==> src/rtl/m_program_sequencer.sv <==
// Program sequencer: registered PC with jump/call/return, halt-at-EOF and fault trapping.
// Optional return stack enabled by defining TERA_CALL_STACK_EN.
module m_program_sequencer #(
  parameter int unsigned           ADDR_WIDTH  = 8,
  parameter int unsigned           STACK_DEPTH = 4,
  parameter logic [ADDR_WIDTH-1:0] EOF_ADDR    = '1
) (
  input  logic                  w_clock,
  input  logic                  w_reset,
  input  logic                  w_stall,
  input  logic                  w_jump_flag,
  input  logic                  w_call_flag,
  input  logic                  w_return_flag,
  input  logic [ADDR_WIDTH-1:0] w_bus_target,
  output logic [ADDR_WIDTH-1:0] w_bus_pc,
  output logic [ADDR_WIDTH-1:0] w_bus_pc_plus1,
  output logic                  w_halted,
  output logic                  w_fault,
  output logic [4:0]            w_bus_stack_count
);

  // Bit 0 flags HALT and bit 1 flags FAULT so the status outputs come straight off the register.
  localparam logic [1:0] StRun   = 2'b00;
  localparam logic [1:0] StHalt  = 2'b01;
  localparam logic [1:0] StFault = 2'b10;

  logic [1:0]            state_q, state_d;
  logic [ADDR_WIDTH-1:0] pc_q, pc_d;
  logic [ADDR_WIDTH-1:0] pc_plus1;

  assign pc_plus1       = pc_q + 1'b1;
  assign w_bus_pc       = pc_q;
  assign w_bus_pc_plus1 = pc_plus1;
  assign w_halted       = state_q[0];
  assign w_fault        = state_q[1];

`ifdef TERA_CALL_STACK_EN
  localparam int unsigned IdxW     = (STACK_DEPTH > 1) ? $clog2(STACK_DEPTH) : 1;
  localparam logic [4:0]  DepthCnt = 5'(STACK_DEPTH);

  logic [ADDR_WIDTH-1:0] stack_q [STACK_DEPTH];
  logic [4:0]            count_q, count_d;
  logic                  push_en;
  logic [IdxW-1:0]       push_idx;
  logic [IdxW-1:0]       pop_idx;

  assign push_idx          = IdxW'(count_q);
  assign pop_idx           = IdxW'(count_q - 5'd1);
  assign w_bus_stack_count = count_q;

  always_comb begin
    state_d = state_q;
    pc_d    = pc_q;
    count_d = count_q;
    push_en = 1'b0;
    if (state_q == StRun) begin
      if (pc_q == EOF_ADDR) begin
        state_d = StHalt;
      end else if (!w_stall) begin
        if (w_return_flag) begin
          if (count_q == 5'd0) begin
            state_d = StFault;
          end else begin
            pc_d    = stack_q[pop_idx];
            count_d = count_q - 5'd1;
          end
        end else if (w_call_flag) begin
          if (count_q == DepthCnt) begin
            state_d = StFault;
          end else begin
            push_en = 1'b1;
            pc_d    = w_bus_target;
            count_d = count_q + 5'd1;
          end
        end else if (w_jump_flag) begin
          pc_d = w_bus_target;
        end else begin
          pc_d = pc_plus1;
        end
      end
    end
  end

  always_ff @(posedge w_clock or posedge w_reset) begin
    if (w_reset) begin
      state_q <= StRun;
      pc_q    <= '0;
      count_q <= '0;
      for (int i = 0; i < STACK_DEPTH; i++) begin
        stack_q[i] <= '0;
      end
    end else begin
      state_q <= state_d;
      pc_q    <= pc_d;
      count_q <= count_d;
      if (push_en) begin
        stack_q[push_idx] <= pc_plus1;
      end
    end
  end
`else
  // Without a stack a call degenerates to a plain jump and returns are dropped.
  logic unused_return;
  assign unused_return     = w_return_flag;
  assign w_bus_stack_count = 5'd0;

  always_comb begin
    state_d = state_q;
    pc_d    = pc_q;
    if (state_q == StRun) begin
      if (pc_q == EOF_ADDR) begin
        state_d = StHalt;
      end else if (!w_stall) begin
        if (w_call_flag || w_jump_flag) begin
          pc_d = w_bus_target;
        end else begin
          pc_d = pc_plus1;
        end
      end
    end
  end

  always_ff @(posedge w_clock or posedge w_reset) begin
    if (w_reset) begin
      state_q <= StRun;
      pc_q    <= '0;
    end else begin
      state_q <= state_d;
      pc_q    <= pc_d;
    end
  end
`endif

endmodule

==> config.mk <==
export PLATFORM = sky130hd
export DESIGN_NAME = m_program_sequencer
export DESIGN_NICKNAME = d
export VERILOG_FILES = /design/src/rtl/m_program_sequencer.sv
export SDC_FILE = /design/constraint.sdc
export NUM_CORES = 1
export LEC_CHECK = 0
export ABC_AREA = 1
export BUFFER_PORTS_ARGS = -buffer_cell sky130_fd_sc_hd__buf_2
export CORE_MARGIN = 10
export CORE_UTILIZATION = 43
export DETAILED_ROUTE_END_ITERATION = 12
export GPL_ROUTABILITY_DRIVEN = 0
export PLACE_DENSITY = 0.77
export SLEW_MARGIN = 40
export SYNTH_ARGS = -nofsm -noshare
export SYNTH_HDL_FRONTEND = slang
export SYNTH_SLANG_ARGS = --single-unit
==> constraint.sdc <==
create_clock -name w_clock -period 1.7 [get_ports w_clock]
set_input_delay 0.17 -clock w_clock [delete_from_list [all_inputs] [get_ports w_clock]]
set_output_delay 0.17 -clock w_clock [all_outputs]
set_load 0.02 [all_outputs]
==> results of run 1 <==
-- power breakdown --
group,switching [mW],internal (mW)
sequential,0.0368,0.237
clock,0.0746,0.0904
combinational,0.176,0.0958
total,0.288,0.423
-- critical path: cells and delay by family (launching register included) --
kind / cells / cell delay (ns)
buffers and inverters: 2 / 0.26
DFF: 1 / 0.45
and+or+nand+nor: 3 / 0.44
-- Yosys cell counts (all sizes together) --
| master | n | share of area |
|---|---|---|
| inv | 12 | 0.065 |
| dfrtp | 9 | 0.33 |
| xnor2 | 1 | 0.013 |
| ha | 1 | 0.018 |
| and2 | 1 | 0.0091 |
| conb | 1 | 0.0054 |
| nand3b | 1 | 0.011 |
| nor2 | 13 | 0.078 |
| nand2 | 53 | 0.29 |
| nand3 | 8 | 0.065 |
| buf | 7 | 0.082 |
| o21ai | 4 | 0.034 |
-- metrics by stage --
step,hold slack (ns),utilization,area [sq um]
after CTS,0.184,0.576,868
final,0.189,0.585,881
after detailed placement,0.153,0.552,832
after global placement,0.152,0.552,832
after floorplan,-0.00208,-,708
after global routing,0.206,0.585,881
-- logic make-up (layout without fill, tap and decap cells) --
family,Yosys count,in the layout,share of synthesized area
other,1,6,0.00544
adder cells (fa/ha/maj),1,1,0.0181
AO/OA/AOI/OAI,4,4,0.0345
XOR/XNOR,1,1,0.0127
flip-flops,9,9,0.327
AND/OR/NAND/NOR,76,76,0.456
buffers and inverters,19,48,0.147
-- final cells by class --
type | count | area share
Clock buffer | 4 | 0.0298
Inverter | 12 | 0.0511
Multi-Input combinational cell | 88 | 0.447
Sequential cell | 9 | 0.256
Tap cell | 16 | 0.0227
Timing Repair Buffer | 32 | 0.193
-- sequential cells by signal, indices dropped and copies added (netlist names) --
signal,count
w_bus_pc,8
state_q,1
-- worst max-delay path by stage --
stage          slack [ns]  cells past startpoint                     from                       to
6_report             0.12                      5  w_bus_pc[0]$_DFFE_PP0P_        w_bus_pc_plus1[3]
5_1_grt             0.007                      5  w_bus_pc[0]$_DFFE_PP0P_        w_bus_pc_plus1[3]
4_1_cts              0.07                      7  w_bus_pc[0]$_DFFE_PP0P_        w_bus_pc_plus1[6]
3_5_place_dp         0.16                      8  w_bus_pc[0]$_DFFE_PP0P_  w_bus_pc[0]$_DFFE_PP0P_
3_3_place_gp         0.22                      8  w_bus_pc[0]$_DFFE_PP0P_  w_bus_pc[0]$_DFFE_PP0P_
2_1_floorplan        0.29                      9  w_bus_pc[1]$_DFFE_PP0P_  w_bus_pc[5]$_DFFE_PP0P_
-- layer usage --
metal  vias to the layer above  GRT usage  part of all wire
met4                         0     0.0481            0.0065
li1                        393          -                 -
met1                       307      0.120              0.44
met3                         2     0.0424             0.077
met2                        22      0.187              0.48
met5                         -          0                 0
-- repair_timing --
| item | in CTS | in global routing |
|---|---|---|
| setup buffers | 0 | 0 |
| resized for setup | 0 | 3 |
| endpoints found under the hold margin | 9 | 0 |
| endpoints found under the setup margin | 0 | 2 |
| hold buffers | 1 | 0 |
-- layout by cell type (no fill, tap or decap) --
cell type,n
nand2_1,52
buf_2,29
inv_1,12
nor2_1,11
dfrtp_1,9
nand3_1,7
conb_1,6
clkbuf_4,3
nor2_2,2
o21ai_0,2
buf_4,2
nand2_2,1
nand3_2,1
xnor2_1,1
nand3b_1,1
o21ai_1,1
and2_1,1
o21ai_2,1
ha_4,1
clkbuf_1,1
dlygate4sd3_1,1
==> run metrics, run 1 <==
status=finished clean; DR vias=between 700 and 800; R2R Path End=w_bus_pc[0]$_DFFE_PP0P_; CTS Buffer Depth=2; Yosys cell types=17; CP max-delay cell=dfrtp_1; total wire length=between 1500 and 2000 microns; crit path cell chain=inv_1, nor2_1, nand2_1, and2_1, buf_2; Layout fillers=approximately 160; clk slew on worst S/H paths=~0.070 ns; unrepaired setup endpoints after global routing=false; Leak Pwr=between 0.5 and 0.6 nW; # Max-Cap Violations=0; DIE WIDTH=60.0 microns; Setup TNS Final=0 ns; Final Hold Viols=0; placed insts=~160; synthesized flop and latch total=9; Ys Warns=0; core box area=roughly 1500 sq um; Fmax achieved=between 600 and 700 MHz; I/O Pins=37; root buffer cell=clkbuf_4; Peak VDD IR=approximately 510 uV; Vias/cell=between 4 and 5; clk_skew=~0.0074 ns; dpl hpwl=roughly 1500 microns; min cycle time layout=~1.6 ns; min-delay src=w_bus_target[1]; Power Dens Cells=about 810 nW/um^2; Row Count=14; initial DRC count=10; Mapped Cells=approximately 110; drt drc=0; Sequential Area=about 230 sq um; sequential fraction of the synthesis area=0.327; Syn Std Cell Area=around 690 sq um; CP endpoint kind=primary output; initial core utilization=0.458; Power Total=slightly above 0.7 mW; Non-Filler Instances=around 160; Die Height=60.0 microns; Synth Area per Inst=6.21 sq um; reg-to-reg slack, setup=0.24 ns; all-layer global routing usage=0.111; n_diodes=0; largest net degree at the start of global routing=10; clk sinks=9; vias in the first global route=716; CP max stage delay=0.45 ns; cts bufs inserted=3; gr ovfl total=0; H-tree depth=1; Post-layout nets=between 150 and 200; Antenna Nets Post-Route=0; Worst Hold Depth=5; Hold Crit Class=in -> reg; DR pass1 iterations=4; pre-CTS setup slack=between 0.15 and 0.2 ns; first-pass GRT wire length=roughly 3200 microns; Critical Path RT=1.53 ns; Worst Path Arrival=1.41 ns; die area=between 3000 and 4000 sq um; Setup-failing EPs final=0; I/O Buffers=29; critical path class=reg -> out; hold path endpoint=w_bus_pc[1]$_DFFE_PP0P_; CTS tree=built; Setup crit start kind=flip-flop; share of post-route cells with drive strength above 1=0.276; synthesis-to-layout area growth=27.8%; origin of the critical flop-to-flop path=w_bus_pc[0]$_DFFE_PP0P_; WL/cell=11.4 microns; Tcrit/Tclk final=0.931; Crit Path Max Fanout=5; worst reg-to-reg path cell count=8; Multi-input gate area=a little under 400 sq um; worst skew pair latency=around 0.26 ns; max-slew violation count=0; worst setup margin=0.117 ns; initial antenna violation count=0
Power figures use the tool's default switching activity.
==> run 2, diff against run 1 <==
--- a/config.mk
+++ b/config.mk
@@ -12,4 +12,5 @@
 export DETAILED_ROUTE_END_ITERATION = 12
 export GPL_ROUTABILITY_DRIVEN = 0
+export GPL_TIMING_DRIVEN = 0
 export PLACE_DENSITY = 0.77
 export SLEW_MARGIN = 40
==> constraint.sdc (replaced) <==
create_clock -name w_clock -period 1.7 [get_ports w_clock]
set_input_delay 0.34 -clock w_clock [delete_from_list [all_inputs] [get_ports w_clock]]
set_output_delay 0.34 -clock w_clock [all_outputs]
set_load 0.02 [all_outputs]
==> run metrics, run 2 (synthesis gave the netlist of run 1 again) <==
status=finished clean; worst reg-to-reg path cell count=9; commonest cells after routing, fill and taps aside=nand2_1 (51), buf_2 (27), inv_1 (11); crit path buf inv count=2; clk sinks=9; Worst Path Arrival=about 1.3 ns; H-tree depth=1; core box area=1510 sq um; Layout fillers=160; share of post-route cells with drive strength above 1=0.373; CP max stage delay=0.44 ns; Power Total=about 0.75 mW; DR pass1 iterations=4; Fmax achieved=between 500 and 600 MHz; min cycle time layout=1.68 ns; WHS=between 0.04 and 0.05 ns; initial core utilization=0.458; placed insts=approximately 160; unrepaired setup endpoints after global routing=true; Vias/cell=roughly 4.5; Leak Pwr=slightly below 0.6 nW; n_diodes=0; Crit Path Max Fanout=4; commonest non-fill, non-tap cell in the layout=nand2_1; Power Dens Cells=between 700 and 800 nW/um^2; Largest register FFs=8; R2R Path End=w_bus_pc[5]$_DFFE_PP0P_; Hold Crit Class=in -> async; internal power=0.452 mW; I/O Pins=37; DR vias=about 770; drt drc=0; total wire length=around 2000 microns; CP max-delay cell=dfrtp_2; first-pass GRT wire length=between 3000 and 4000 microns; vias in the first global route=~720; NetSw=0.302 mW; Setup-failing EPs final=0; Post-layout nets=roughly 170; CP endpoint kind=primary output; DIE WIDTH=~60 microns; Die Height=between 60 and 70 microns; switch share=0.401; gr ovfl total=0; origin of the critical flop-to-flop path=w_bus_pc[1]$_DFFE_PP0P_; WL/cell=11.5 microns; Final Hold Viols=0; all-layer global routing usage=0.106; Antenna Nets Post-Route=0; I/O Buffers=29; Setup crit start kind=flip-flop; synthesis-to-layout area growth=40.8%; critical path class=reg -> out; reg-to-reg slack, setup=roughly 0.38 ns; Tcrit/Tclk final=0.991; CTS Buffer Depth=2; Most common cell on crit path=nand2_1; initial DRC count=23; Row Count=14; Comb power frac=0.407; pre-CTS setup slack=roughly 0.20 ns; clk_skew=0.00425 ns; worst skew pair latency=between 0.2 and 0.3 ns; Peak VDD IR=483 uV; Critical Path RT=roughly 1.4 ns; worst setup margin=~0.015 ns; max-slew violation count=0; crit path cell chain=ha_4, nand2_4, inv_2, nand2_1, nand2_1, nand2_1, buf_6; CTS tree=built; # Max-Cap Violations=0; dpl hpwl=1550 microns; cell family with the largest share of critical-path delay=flip-flops; Clk pwr share=0.226; cts bufs inserted=3; die area=~3600 sq um; Non-Filler Instances=around 170; largest net degree at the start of global routing=11; clk slew on worst S/H paths=about 0.070 ns; quantity of hold-fixing buffers added after cts=0; sequential power share=0.367; initial antenna violation count=0; root buffer cell=clkbuf_4
## run 2: changes by cell type in the layout (fill, tap and decap cells not counted)
cell	previous run	this run
inv_2	0	1
buf_6	0	3
nor2_2	2	3
dfrtp_2	0	5
dfrtp_1	9	4
buf_2	29	27
inv_1	12	11
dlygate4sd3_1	1	0
buf_4	2	10
nand2_1	52	51
nor2_1	11	10
nand2_4	0	1
## run 2: how the worst max path moves through the flow
stage                                 start                end  slack, ns  cells past startpoint
global route        w_bus_pc[1]$_DFFE_PP0P_  w_bus_pc_plus1[6]      -0.06                      7
global placement    w_bus_pc[1]$_DFFE_PP0P_  w_bus_pc_plus1[6]       0.23                      7
floorplan           w_bus_pc[1]$_DFFE_PP0P_  w_bus_pc_plus1[6]       0.21                      5
finish              w_bus_pc[1]$_DFFE_PP0P_  w_bus_pc_plus1[6]       0.02                      7
CTS                 w_bus_pc[0]$_DFFE_PP0P_  w_bus_pc_plus1[6]       0.01                      7
detailed placement  w_bus_pc[1]$_DFFE_PP0P_  w_bus_pc_plus1[6]       0.20                      6
## run 2: cell type report
type	instances	area, sq um	area share
Buffer	7	56.3	0.0580
Multi-Input combinational cell	88	404	0.416
Clock buffer	4	26.3	0.0271
Sequential cell	9	231	0.238
Tap cell	16	20.0	0.0206
Timing Repair Buffer	33	188	0.193
Inverter	12	45.0	0.0464
## run 2: worst reg2reg max path, stage by stage (launching register included)
cell	delay, ns
dfrtp_2	0.44
ha_4	0.19
nand2_4	0.08
nor2_2	0.04
nand2_1	0.09
nand3_2	0.09
buf_6	0.15
nor2_1	0.09
nand2_1	0.05
nand2_1	0.05
## run 2: metrics by stage
| step | area, sq um | setup TNS [ns] | util |
|---|---|---|---|
| 6_report | 971 | 0 | 0.645 |
| 3_5_place_dp | 873 | 0 | 0.580 |
| 4_1_cts | 933 | 0 | 0.620 |
| 2_1_floorplan | 708 | 0 | - |
| 3_3_place_gp | 873 | 0 | 0.580 |
| 5_1_grt | 971 | -0.113 | 0.645 |
## run 2: layer usage
layer	share of wire	vias to the layer above	global-route usage
met1	0.41	329	0.119
met4	0.0062	0	0.0321
met3	0.082	2	0.0445
li1	-	407	-
met5	0	-	0
met2	0.50	27	0.176
## run 2: power groups by stage
stage / clock (mW) / combinational [mW] / sequential, mW
2_1_floorplan: 0 / 0.164 / 0.298
3_3_place_gp: 0 / 0.273 / 0.274
3_5_place_dp: 0 / 0.277 / 0.275
4_1_cts: 0.172 / 0.295 / 0.273
5_1_grt: 0.188 / 0.340 / 0.281
6_report: 0.170 / 0.307 / 0.276
## run 2: what timing repair did
| item | in CTS | in global routing |
|---|---|---|
| resized for setup | 5 | 11 |
| cloned | 0 | 0 |
| pin swaps | 0 | 2 |
| setup buffers | 2 | 2 |
| endpoints found under the setup margin | 4 | 6 |
==> run 3, diff against run 2 <==
- CORE_MARGIN: 10 -> not set
- RECOVER_POWER: not set -> 100
==> run metrics, run 3 (synthesis gave the netlist of run 1 again) <==
root buffer cell=clkbuf_4; Peak VDD IR=about 520 uV; CTS Buffer Depth=2; CTS tree=built; Clk pwr share=0.220; Setup crit start kind=flip-flop; Final Hold Viols=0; I/O Pins=37; Largest register FFs=8; WL/cell=9.49 microns; critical path class=reg -> out; Crit Path Max Fanout=6; initial core utilization=0.458; Power Total=0.774 mW; status=finished clean; internal power=roughly 0.47 mW; switch share=0.395; DR vias=between 700 and 800; # Max-Cap Violations=0; Fmax achieved=607 MHz; dpl hpwl=1210 microns; origin of the critical flop-to-flop path=w_bus_pc[1]$_DFFE_PP0P_; first-pass GRT wire length=between 2000 and 3000 microns; Layout fillers=~140; max-slew violation count=0; NetSw=roughly 0.31 mW; commonest cells after routing, fill and taps aside=nand2_1 (48), buf_2 (26), buf_4 (13); die area=roughly 1800 sq um; share of post-route cells with drive strength above 1=0.397; gr ovfl total=0; pre-CTS setup slack=between 0.2 and 0.25 ns; Leak Pwr=between 0.6 and 0.7 nW; WHS=about 0.034 ns; min cycle time layout=between 1.5 and 2 ns; Power Dens Cells=between 700 and 800 nW/um^2; DIE WIDTH=roughly 42 microns; Vias/cell=around 4.6; initial antenna violation count=0; R2R Path End=w_bus_pc[5]$_DFFE_PP0P_; Worst Path Arrival=1.31 ns; quantity of hold-fixing buffers added after cts=0; worst setup margin=about 0.052 ns; clk slew on worst S/H paths=approximately 0.060 ns; cts bufs inserted=3; Non-Filler Instances=approximately 170; Critical Path RT=1.36 ns; vias in the first global route=about 620; sequential power share=0.353; I/O Buffers=29; worst reg-to-reg path cell count=9; Tcrit/Tclk final=0.969; Sequential Area=around 230 sq um; Post-layout nets=roughly 170; synthesis-to-layout area growth=46.1%; all-layer global routing usage=0.188; drt drc=0; Die Height=approximately 42 microns; Hold Crit Class=in -> async; Multi-input gate area=between 400 and 500 sq um; total wire length=roughly 1600 microns; worst skew pair latency=0.27 ns; CP endpoint kind=primary output; core box area=1510 sq um; clk sinks=9; Antenna Nets Post-Route=0; Row Count=14; H-tree depth=1; Comb power frac=0.427; largest net degree at the start of global routing=11; n_diodes=0; reg-to-reg slack, setup=~0.38 ns; fin util=0.669; placed insts=roughly 160; clk_skew=around 0.0038 ns; commonest non-fill, non-tap cell in the layout=nand2_1; initial DRC count=7; Setup-failing EPs final=0; DR pass1 iterations=4; unrepaired setup endpoints after global routing=true
==> run 3: changes by cell type in the layout (fill, tap and decap cells not counted), sizes merged <==
| cell | previous run | this run |
|---|---|---|
| clkbuf | 4 | 5 |
| buf | 40 | 42 |
==> run 3: per-stage QoR <==
step	area (sq um)	setup TNS [ns]
finish	1010	0
global route	1010	-0.0328
CTS	933	0
detailed placement	873	0
global placement	873	0
floorplan	708	0
==> run 3: worst max path at each step <==
stage | depth (start not counted) | startpoint | slack (ns) | to
finish | 6 | w_bus_pc[3]$_DFFE_PP0P_ | 0.05 | w_bus_pc_plus1[7]
global route | 5 | w_bus_pc[0]$_DFFE_PP0P_ | -0.03 | w_bus_pc_plus1[3]
CTS | 6 | w_bus_pc[3]$_DFFE_PP0P_ | 0.002 | w_bus_pc_plus1[6]
detailed placement | 7 | w_bus_pc[1]$_DFFE_PP0P_ | 0.21 | w_bus_pc_plus1[6]
global placement | 6 | w_bus_pc[1]$_DFFE_PP0P_ | 0.24 | w_bus_pc_plus1[6]
floorplan | 5 | w_bus_pc[1]$_DFFE_PP0P_ | 0.21 | w_bus_pc_plus1[6]
==> run 3: metal layers <==
metal | GRT usage | vias to the layer above | routed length [microns]
met1 | 0.228 | 347 | 707
met3 | 0.0388 | 2 | 88
met4 | 0.0938 | 0 | 24
met2 | 0.316 | 29 | 813
li1 | - | 416 | -
met5 | 0 | - | 0
==> run 3: power by group through the flow <==
stage | Sequential [mW] | Clock (mW) | Combinational (mW)
floorplan | 0.298 | 0 | 0.164
global placement | 0.274 | 0 | 0.266
detailed placement | 0.276 | 0 | 0.271
CTS | 0.274 | 0.174 | 0.289
global route | 0.277 | 0.180 | 0.359
finish | 0.273 | 0.170 | 0.330
==> run 3: worst max-delay path, stage by stage (launching register included) <==
cell     delay, ns
dfrtp_2       0.42
nand2_1       0.14
nor2_1        0.16
nand2_1       0.06
nand2_1       0.07
nand2_1       0.05
buf_2         0.15
==> run 3: repair_timing <==
item,CTS,global route
setup buffers,2,5
setup endpoints to repair,5,6
pin swaps,0,4
gates resized for setup,5,14
==> run 3: final cells by class <==
class                   instances  area share
plain buffers                   7      0.0559
clock buffers                   4      0.0261
inverters                      12      0.0447
multi-input cells              88       0.419
flip-flops and latches          9       0.227
well taps                      16      0.0199
repair buffers                 36       0.207
